**config.mk**
```make
export PLATFORM = sky130hd
export DESIGN_NAME = cdc_word_packer
export DESIGN_NICKNAME = d
export VERILOG_FILES = /design/src/rtl/cdc_word_packer_pkg.sv /design/src/rtl/cdc_word_packer.sv
export SDC_FILE = /design/constraint.sdc
export NUM_CORES = 1
export LEC_CHECK = 0
export ABC_AREA = 1
export BUFFER_PORTS_ARGS = -buffer_cell sky130_fd_sc_hd__buf_2
export CELL_PAD_IN_SITES_DETAIL_PLACEMENT = 0
export CELL_PAD_IN_SITES_GLOBAL_PLACEMENT = 1
export CORE_MARGIN = 2
export CORE_UTILIZATION = 38
export DETAILED_ROUTE_END_ITERATION = 8
export PLACE_DENSITY = 0.89
export SYNTH_ARGS = -nofsm -noshare
export SYNTH_HDL_FRONTEND = slang
export SYNTH_SLANG_ARGS = --single-unit
```
**constraint.sdc**
```tcl
create_clock -name i_clk -period 1.4 [get_ports i_clk]
set_input_delay 0.14 -clock i_clk [delete_from_list [all_inputs] [get_ports i_clk]]
set_output_delay 0.14 -clock i_clk [all_outputs]
set_load 0.005 [all_outputs]
```
**src/rtl/cdc_word_packer_pkg.sv**
```systemverilog
// Shared helpers for the cdc_word_packer receive-side beat packer.
package cdc_word_packer_pkg;

    function automatic int cntW(input int n);
        return $clog2(n + 1);
    endfunction

endpackage

```
**src/rtl/cdc_word_packer.sv**
```systemverilog
// Packs N_BEATS narrow beats into one wide word behind a registered valid/ready output.
// Optional idle-timeout flush of partial words: define CDC_WORD_PACKER_FLUSH_EN.
module cdc_word_packer
    import cdc_word_packer_pkg::*;
#(
    parameter int IN_W           = 8,
    parameter int N_BEATS        = 4,
    parameter int TIMEOUT_CYCLES = 16
) (
    input  logic                         i_clk,
    input  logic                         i_rst,
    input  logic                         i_cg,
    input  logic [IN_W-1:0]              i_data,
    input  logic                         i_valid,
    output logic                         o_ready,
    output logic [IN_W*N_BEATS-1:0]      o_data,
    output logic [cntW(N_BEATS)-1:0]     o_nBeats,
    output logic                         o_valid,
    input  logic                         i_ready
);

    localparam int WORD_W = IN_W * N_BEATS;
    localparam int CNT_W  = cntW(N_BEATS - 1);
    localparam int NB_W   = cntW(N_BEATS);
    localparam logic [CNT_W-1:0] LAST_IDX = CNT_W'(N_BEATS - 1);
    localparam logic [NB_W-1:0]  FULL_N   = NB_W'(N_BEATS);

    if (IN_W < 1 || N_BEATS < 2 || TIMEOUT_CYCLES < 1) begin : g_param_check
        $error("cdc_word_packer: illegal parameter value");
    end

    logic [WORD_W-1:0] acc_r;
    logic [CNT_W-1:0]  cnt_r;
    logic [WORD_W-1:0] out_r;
    logic              out_full_r;

    logic              ready_s;
    logic              last_s;
    logic              accept_s;
    logic              drain_s;
    logic              flush_s;
    logic [WORD_W-1:0] merged_s;

    // The stall term depends only on flops, so i_ready never reaches o_ready.
    assign last_s   = (cnt_r == LAST_IDX);
    assign ready_s  = !(out_full_r && last_s);
    assign accept_s = i_cg && i_valid && ready_s;
    assign drain_s  = i_cg && out_full_r && i_ready;

    // Accumulator with the incoming beat merged into the slice selected by cnt_r.
    always_comb begin
        merged_s = acc_r;
        for (int k = 0; k < N_BEATS; k++) begin
            if (cnt_r == CNT_W'(k)) begin
                merged_s[k*IN_W +: IN_W] = i_data;
            end else begin
                merged_s[k*IN_W +: IN_W] = acc_r[k*IN_W +: IN_W];
            end
        end
    end

`ifdef CDC_WORD_PACKER_FLUSH_EN
    localparam int IDLE_W = cntW(TIMEOUT_CYCLES);
    localparam logic [IDLE_W-1:0] IDLE_MAX = IDLE_W'(TIMEOUT_CYCLES);

    logic [IDLE_W-1:0] idle_r;
    logic [NB_W-1:0]   out_n_r;

    assign flush_s = i_cg && (idle_r == IDLE_MAX) && (cnt_r != {CNT_W{1'b0}})
                     && !out_full_r && !accept_s;

    // Saturating idle counter, running only while a partial word is pending.
    always_ff @(posedge i_clk) begin
        if (i_rst) begin
            idle_r <= {IDLE_W{1'b0}};
        end else if (i_cg) begin
            if (accept_s || flush_s) begin
                idle_r <= {IDLE_W{1'b0}};
            end else if ((cnt_r != {CNT_W{1'b0}}) && (idle_r != IDLE_MAX)) begin
                idle_r <= idle_r + IDLE_W'(1);
            end else begin
                idle_r <= idle_r;
            end
        end else begin
            idle_r <= idle_r;
        end
    end

    // Beat count of the held word: full on a normal load, partial on a flush.
    always_ff @(posedge i_clk) begin
        if (i_rst) begin
            out_n_r <= FULL_N;
        end else if (accept_s && last_s) begin
            out_n_r <= FULL_N;
        end else if (flush_s) begin
            out_n_r <= NB_W'(cnt_r);
        end else begin
            out_n_r <= out_n_r;
        end
    end

    assign o_nBeats = out_n_r;
`else
    assign flush_s  = 1'b0;
    assign o_nBeats = FULL_N;
`endif

    // Accumulator and beat index; cleared when a word leaves so unfilled slices read as zero.
    always_ff @(posedge i_clk) begin
        if (i_rst) begin
            acc_r <= {WORD_W{1'b0}};
            cnt_r <= {CNT_W{1'b0}};
        end else if (accept_s) begin
            if (last_s) begin
                acc_r <= {WORD_W{1'b0}};
                cnt_r <= {CNT_W{1'b0}};
            end else begin
                acc_r <= merged_s;
                cnt_r <= cnt_r + CNT_W'(1);
            end
        end else if (flush_s) begin
            acc_r <= {WORD_W{1'b0}};
            cnt_r <= {CNT_W{1'b0}};
        end else begin
            acc_r <= acc_r;
            cnt_r <= cnt_r;
        end
    end

    // Output holding register; a load never coincides with a drain since o_ready excludes it.
    always_ff @(posedge i_clk) begin
        if (i_rst) begin
            out_r      <= {WORD_W{1'b0}};
            out_full_r <= 1'b0;
        end else if (accept_s && last_s) begin
            out_r      <= merged_s;
            out_full_r <= 1'b1;
        end else if (flush_s) begin
            out_r      <= acc_r;
            out_full_r <= 1'b1;
        end else if (drain_s) begin
            out_r      <= out_r;
            out_full_r <= 1'b0;
        end else begin
            out_r      <= out_r;
            out_full_r <= out_full_r;
        end
    end

    assign o_ready = i_cg && ready_s;
    assign o_valid = i_cg && out_full_r;
    assign o_data  = out_r;

endmodule

```
==> results of run 1 <==
-- per-layer routing --
layer  global-route usage  wire [microns]  vias to the layer above
met3               0.0425             275                        9
met4               0.0773             125                        0
met1                0.201            2890                     1084
met5                    0               0                        -
li1                     -               -                     1316
met2                0.279            2830                       52
-- power groups by stage --
stage	Combinational [W]	Sequential (W)	Clock (W)
floorplan	0.000223	0.00176	0
global placement	0.000343	0.00176	0
detailed placement	0.000346	0.00176	0
CTS	0.000348	0.00173	0.00139
global route	0.000393	0.00173	0.00145
finish	0.000349	0.00173	0.00135
-- how the worst min path moves through the flow --
| stage | end | depth (start not counted) |
|---|---|---|
| 4_1_cts | out_full_r | 4 |
| 3_5_place_dp | out_full_r | 4 |
| 6_report | out_full_r | 4 |
| 5_1_grt | out_full_r | 4 |
| 3_3_place_gp | out_full_r | 4 |
| 2_1_floorplan | o_data[30] | 2 |
-- kinds of logic after synthesis --
family / count (synthesis) / synth area share
AND/OR/NAND/NOR: 214 / 0.302
buffers and inverters: 87 / 0.133
other: 2 / 0.00271
AO/OA/AOI/OAI: 51 / 0.119
flip-flops: 59 / 0.426
adder cells (fa/ha/maj): 4 / 0.0181
-- through the flow --
step	area (sq um)	util
after global routing	3310	0.461
after detailed placement	3140	0.438
after floorplan	2780	-
after global placement	3140	0.438
final	3310	0.461
after CTS	3310	0.461
-- cell usage after synthesis --
cell | instances | share of area
clkinv_1 | 1 | 0.0014
nand3_2 | 1 | 0.0036
a21oi_1 | 22 | 0.040
a21oi_2 | 3 | 0.0095
buf_2 | 12 | 0.022
clkbuf_1 | 5 | 0.0068
nor2_1 | 44 | 0.060
o21ai_0 | 1 | 0.0018
dfxtp_1 | 59 | 0.43
ha_1 | 4 | 0.018
nand2_1 | 166 | 0.22
buf_1 | 1 | 0.0014
buf_6 | 2 | 0.0081
nor2_4 | 1 | 0.0041
a21boi_0 | 1 | 0.0027
nand2_2 | 1 | 0.0023
inv_1 | 63 | 0.085
conb_1 | 2 | 0.0027
buf_4 | 3 | 0.0081
nand4_4 | 1 | 0.0077
o21bai_1 | 24 | 0.065
-- flip-flops by register name, summed over array words and instances, names as in the netlist --
signal	count
o_data	32
acc_r	24
cnt_r	2
out_full_r	1
-- worst max-delay path, stage by stage, from the launching register on --
cell and delay, ps:
dfxtp_2 350, inv_1 80, ha_1 240, buf_4 180
nand2_1 60, nand2_1 70, o21bai_1 190, nor2_1 50
-- final cells by class --
type                    instances  area share
well taps                      99      0.0374
inverters                      64      0.0726
multi-input cells             272       0.372
clock inverters                 3     0.00454
clock buffers                  11      0.0457
flip-flops and latches         59       0.357
repair buffers                 56       0.111
-- timing repair --
| item | CTS | global route |
|---|---|---|
| hold endpoints to repair | 0 | 0 |
| gates resized for setup | 1 | 5 |
| pin swaps | 0 | 1 |
| setup endpoints to repair | 4 | 33 |
==> results_dict.tcl, run 1 <==
set metrics [dict create \
    pwr-share-comb 0.102 \
    arrival_ps 1570 \
    post-dp-hpwl_microns 4150 \
    antenna_cells 0 \
    powerDensity_nw_per_um2 1030 \
    yosysUniqueCellTypes 21 \
    drc 0 \
    cts_sinks 59 \
    dr.pass1.iters 4 \
    final_max_slew_viol_count 0 \
    cp-start-kind "flop" \
    tritoncts "yes" \
    worstSetupPathType "flop to flop" \
    layout-drive-gt1-share 0.176 \
    h-tree-depth 3 \
    syn_to_final_growth_pct 19.4 \
    wl_microns 6110 \
    p_switching_w 0.000873 \
    min_path_type "primary input to flop" \
    clkTransAtPathRegs_ps 60 \
    crit_start "cnt_r[0]" \
    final_hold_viol_count 0 \
    power_w 0.00342 \
    die-area_sq_um 8000 \
    critPathCapture "o_data[22]" \
    ioPinCount 50 \
    ff2ff_path_depth 7 \
    final_nets 479 \
    status "completed" \
    start_util 0.386 \
    numPortBuffers 46 \
    die_height_microns 89.4 \
    ir_worst_vdd_mv 0.469 \
    mostFrequentLayoutCells "166 x nand2_1, 60 x inv_1, 58 x dfxtp_1, 46 x buf_2, 44 x nor2_1" \
    first_global_vias 2261 \
    gp_congestion 0.758 \
    register_area_sq_um 1180 \
    post_cts_buffers 0 \
    cts_root_buffer "clkbuf_8" \
    clock_power_share 0.393 \
    core_area_sq_um 7180 \
    finalSetupViolCount 0 \
    seq_power_share 0.505 \
    grt-ovfl-total 0 \
    vias 2461 \
    rows 31 \
    yosysSeqAreaShare 0.426 \
    fmax_mhz 751 \
    stdcell_count 564 \
    end_kind "flop" \
    via_per_inst 4.36 \
    hold_slack_ps 71.0 \
    min_period_over_period 0.951 \
    drtIter0Drc 106 \
    fin_ws_ps 68.8 \
    critPathMaxFanout 8 \
    crit_required_ps 1630 \
    pre_cts_ws_ps -20.1 \
    grt.total_usage 0.167 \
    fill_cells 763 \
    synth_area_sq_um 2770 \
    leakagePower_nw 1.64 \
    antenna_found_initial 0 \
    cts_buffers 9 \
    grt_pass1_wl_microns 10100 \
    mostFrequentLayoutCell "nand2_1" \
    yosysWarnings 0 \
    place_inst 550 \
    synthCells 417 \
    swShare 0.255 \
    ys_ff_latch 59 \
    period_minus_slack_ps 1330 \
    cts_max_path_buffers 2 \
    clock_latency_ps 340 \
    rsz0062_at_grt "false" \
    avgSynthCellArea_sq_um 6.65 \
    worstHoldStart "i_ready" \
    fp.dieW_microns 89.4 \
    grt_max_degree 37 \
    r2r_end "o_data[22]" \
    cts_hold_buf 0 \
    regToRegSetupSlack_ps 70 \
    ant_nets 0 \
    multi_input_area_sq_um 1230 \
    reg2reg_from "cnt_r[0]" \
    finalSetupTns_ps 0 \
    avgRoutedWirePerCell_microns 10.8 \
    fin_skew_ps 5.63 \
    drv_cap 0 \
    p_int_w 0.00255 \
]
No activity file was read; power rests on OpenSTA's default activity.
==> run 2, diff against run 1 <==
ABC_AREA = not set   (was 1)
CORE_UTILIZATION = 41   (was 38)
SKIP_LAST_GASP = 1   (was not set)
==> results_dict.tcl, run 2 <==
set metrics [dict create \
    rsz0062_at_grt "true" \
    start_util 0.417 \
    period_minus_slack_ps 1430 \
    wl_met2_microns 3370 \
    synth-async-reset-ratio 0 \
    ff2ff_path_depth 5 \
    cts_buffers 9 \
    final_area_sq_um 3480 \
    synthFlopType "dfxtp_1" \
    met3_length_microns 289 \
    drtIter0Drc 155 \
    ioPinCount 50 \
    multi_input_area_sq_um 1300 \
    h-tree-depth 3 \
    antenna_found_initial 0 \
    die-area_sq_um 7000 \
    slowest_stage "dfxtp_4" \
    final_nets 347 \
    synth.area.top_cells "dfxtp_1 45%, mux2i_1 9.2%, a211oi_2 9.1%" \
    via_per_inst 5.31 \
    yosysUniqueCellTypes 23 \
    min_to "o_data[31]" \
    dr.pass1.iters 4 \
    end_kind "primary output" \
    cts_sinks 59 \
    register_area_sq_um 1190 \
    worstHoldStart "i_data[7]" \
    powerDensity_nw_per_um2 994 \
    ant_nets 0 \
    cts_max_path_buffers 2 \
    gp_congestion 0.814 \
    layout-drive-gt1-share 0.397 \
    grt-ovfl-total 0 \
    ys_ff_latch 59 \
    ir_worst_vdd_mv 0.582 \
    reg2reg_from "cnt_r[0]" \
    yosysWarnings 0 \
    finalSetupViolCount 17 \
    status "complete, but fails checks" \
    fp.dieW_microns 83.7 \
    wl_met1_microns 3030 \
    crit_buf_inv 2 \
    vias 2189 \
    finalCoreUtilization 0.558 \
    mostFrequentLayoutCells "56 x dfxtp_1, 46 x buf_2, 26 x inv_1, 26 x nor2_1, 22 x mux2i_1" \
    grt.total_usage 0.175 \
    regToRegSetupSlack_ps -20 \
    worstSetupPathType "flop to primary output" \
    cpLargestDelayFamily "flip-flops" \
    numPortBuffers 46 \
    drv_cap 0 \
    crit_required_ps 1260 \
    slowest_delay_ps 370 \
    mostFrequentLayoutCell "dfxtp_1" \
    top_layer "met4" \
    placed_area_sq_um 2980 \
    wl_microns 6810 \
    largest_register_ffs 32 \
    synth_edf_count 0 \
    min_path_type "primary input to flop" \
    fin_skew_ps 6.08 \
    rows 29 \
    cp-start-kind "flop" \
    final_hold_viol_count 0 \
    min_period_over_period 1.02 \
    first_global_vias 2048 \
    synthCells 268 \
    min_delay_path_depth 3 \
    core_area_sq_um 6240 \
    avgSynthCellArea_sq_um 9.72 \
    clock_latency_ps 340 \
    fmax_mhz 701 \
    yosysSeqAreaShare 0.454 \
    critPathMaxFanout 6 \
    avgRoutedWirePerCell_microns 16.5 \
    grt_pass1_wl_microns 9770 \
    arrival_ps 1290 \
    r2r_end "o_data[21]" \
    final_max_slew_viol_count 0 \
    leakagePower_nw 1.32 \
    post-dp-hpwl_microns 4070 \
    clkTransAtPathRegs_ps 70 \
    cts_root_buffer "clkbuf_8" \
    violations "setup timing" \
    drc 0 \
    fin_ws_ps -26.3 \
    crit_chain "ha_4 > buf_6 > nand2_4 > and2_1 > buf_2" \
    synth_common_cells "59 x dfxtp_1, 26 x inv_1, 26 x nor2_1" \
    grt_max_degree 38 \
    antenna_cells 0 \
    syn_to_final_growth_pct 33.7 \
    tritoncts "yes" \
    yosysMostFrequentCell "dfxtp_1" \
    synth_area_sq_um 2600 \
    die_height_microns 83.7 \
    yosysTopAreaCell "dfxtp_1" \
    netlist.area_leader.share 0.454 \
    fill_cells 574 \
]
==> run 2: cell types whose count changed after synthesis, sizes merged, moves of 24 or more <==
| cell | previous run | this run |
|---|---|---|
| a211oi | 0 | 25 |
| o21bai | 24 | 0 |
| nand2 | 167 | 22 |
| o32ai | 0 | 24 |
| mux2i | 0 | 24 |
| inv | 63 | 26 |
==> run 2: stage by stage <==
stage	power, W	std cells	TNS, ps	hold slack, ps	setup slack (ps)
global placement	0.00204	385	0	442	8.78
finish	0.00346	412	-177	109	-26.3
floorplan	0.00194	269	0	276	10.7
detailed placement	0.00205	385	-485	449	-57.8
global route	0.00358	412	-1190	114	-72.6
CTS	0.00343	403	-27.2	99.0	-16.6
==> run 2: cell type report <==
class,count,share of cell area
tap,77,0.0277
multi-input combinational,161,0.374
clock inverter,5,0.00791
timing repair buffer,73,0.178
inverter,26,0.0280
sequential,59,0.342
clock buffer,11,0.0435
==> run 2: cells by family after synthesis <==
kind of cell,synth area share
simple gates,0.116
buf+inv,0.0923
compound gates,0.224
flops,0.454
mux,0.0923
fa+ha+maj,0.0192
other cells,0.00288
==> run 2: report_power, final <==
part	total [W]	internal (W)	switching (W)	leakage, nW
clock	0.00140	0.000725	0.000679	0.0949
combinational	0.000342	0.000143	0.000199	0.748
sequential	0.00172	0.00170	0.0000154	0.478
total	0.00346	0.00257	0.000893	1.32
==> run 2: worst max path at each step <==
stage / startpoint / endpoint / slack, ps / depth (start not counted)
4_1_cts: cnt_r[1] / o_ready / -20 / 5
3_5_place_dp: cnt_r[1] / o_data[14] / -60 / 5
2_1_floorplan: cnt_r[0] / out_full_r / 10 / 8
5_1_grt: cnt_r[1] / o_ready / -70 / 5
3_3_place_gp: cnt_r[1] / o_data[0] / 9 / 5
6_report: cnt_r[0] / o_ready / -30 / 5
==> run 2: timing repair <==
item,CTS,global route
hold buffers,0,0
buffers inserted,2,3
pin swaps,2,12
endpoints found under the setup margin,21,47
gates resized for setup,7,23
gates cloned,0,6
==> run 2: metal layers <==
| layer | GRT usage | vias to the layer above |
|---|---|---|
| met1 | 0.214 | 1071 |
| li1 | - | 1055 |
| met4 | 0.0836 | 0 |
| met2 | 0.292 | 52 |
| met5 | 0 | - |
| met3 | 0.0386 | 11 |
==> run 2: worst reg2reg max path: cells and delay by family (launching register included) <==
kind                     cells  cell delay, ps
AO/OA/AOI/OAI                1             100
adder cells (fa/ha/maj)      1             280
buffers and inverters        2             290
flip-flops                   1             360
multiplexers                 1             280
==> run 3, diff against run 2 <==
MAX_ROUTING_LAYER = met4   (was not set)
SLEW_MARGIN = 40   (was not set)
==> results_dict.tcl, run 3 (synthesis results as in run 2) <==
set metrics [dict create \
    fin_skew_ps 6.36 \
    drc 0 \
    mostFrequentLayoutCell "dfxtp_1" \
    mostFrequentLayoutCells "56 x dfxtp_1, 46 x buf_2, 26 x inv_1, 26 x nor2_1, 22 x mux2i_1" \
    cts_root_buffer "clkbuf_8" \
    fp.dieW_microns 83.7 \
    end_kind "primary output" \
    syn_to_final_growth_pct 33.7 \
    wl_microns 6720 \
    core_area_sq_um 6240 \
    clkTransAtPathRegs_ps 70 \
    final_max_slew_viol_count 0 \
    violations "setup timing" \
    h-tree-depth 3 \
    hold_slack_ps 112 \
    fmax_mhz 698 \
    drtIter0Drc 119 \
    period_minus_slack_ps 1430 \
    clock_latency_ps 340 \
    via_per_inst 5.36 \
    layout-drive-gt1-share 0.401 \
    min_path_type "primary input to flop" \
    cp-start-kind "flop" \
    arrival_ps 1290 \
    dr.pass1.iters 4 \
    place_inst 385 \
    cts_max_path_buffers 2 \
    cts_hold_buf 0 \
    drv_cap 0 \
    cts_sinks 59 \
    post-dp-hpwl_microns 4070 \
    ir_worst_vdd_mv 0.582 \
    antenna_cells 0 \
    leakagePower_nw 1.32 \
    numPortBuffers 46 \
    status "complete, but fails checks" \
    fin_ws_ps -32.8 \
    stdcell_count 411 \
    placed_area_sq_um 2980 \
    crit_required_ps 1260 \
    rsz0062_at_grt "true" \
    final_hold_viol_count 0 \
    avgRoutedWirePerCell_microns 16.3 \
    die-area_sq_um 7000 \
    ant_nets 0 \
    grt.total_usage 0.180 \
    ioPinCount 50 \
    die_height_microns 83.7 \
    grt_pass1_wl_microns 9760 \
    final_nets 346 \
    power_w 0.00345 \
    tritoncts "yes" \
    grt_max_degree 38 \
    worstSetupPathType "flop to primary output" \
    start_util 0.417 \
    final_area_sq_um 3480 \
    gp_congestion 0.826 \
    min_period_over_period 1.02 \
    powerDensity_nw_per_um2 992 \
    finalSetupViolCount 8 \
    antenna_found_initial 0 \
    first_global_vias 2052 \
    vias 2201 \
    cts_buffers 9 \
    grt-ovfl-total 0 \
    critPathMaxFanout 6 \
    largest_register_ffs 32 \
    rows 29 \
]
-- run 3: cell types whose count changed in the layout (fill, tap and decap cells not counted), sizes merged --
| cell | before | now |
|---|---|---|
| buf | 68 | 67 |
-- run 3: worst paths after layout --
check	startpoint	endpoint	slack, ps	depth (start not counted)
min	i_data[7]	o_data[31]	110	3
min reg2reg	o_data[26]	o_data[26]	450	2
max reg2reg	cnt_r[0]	o_data[23]	-20	6
max	cnt_r[0]	o_ready	-30	5
-- run 3: area by class of cell --
class                      count  area (sq um)
fill                         576          2760
multi-input combinational    161          1310
sequential                    59          1190
timing repair buffer          72           607
clock buffer                  11           151
inverter                      26          97.6
tap                           77          96.3
clock inverter                 5          27.5
-- run 3: critical path, cell delays in order (launching register included) --
cell and delay, ps:
dfxtp_4 370, ha_4 180, buf_6 120, nand2_4 50, and2_1 130, buf_2 120
-- run 3: report_power, final --
group	internal (W)	switching (W)	total, W
Combinational	0.000144	0.000200	0.000344
Clock	0.000725	0.000668	0.00139
Sequential	0.00170	0.0000157	0.00172
-- run 3: layer usage --
| metal | GRT usage | up-vias | wire [microns] |
|---|---|---|---|
| met4 | 0.0836 | 0 | 133 |
| met3 | 0.0346 | 12 | 296 |
| met2 | 0.292 | 60 | 3320 |
| met1 | 0.215 | 1070 | 2960 |
| li1 | - | 1059 | - |
| met5 | - | - | 0 |
-- run 3: stage by stage --
stage,util,setup WS (ps),setup TNS [ps]
after floorplan,-,10.7,0
after detailed placement,0.478,-57.8,-485
final,0.558,-32.8,-70.5
after CTS,0.513,-16.6,-27.2
after global placement,0.478,8.78,0
after global routing,0.558,-75.8,-844
-- run 3: repair_timing --
item / in CTS / in global routing
pin swaps: 2 / 11
gates resized for setup: 7 / 25
endpoints found under the setup margin: 21 / 46
setup buffers: 2 / 3
cloned: 0 / 5
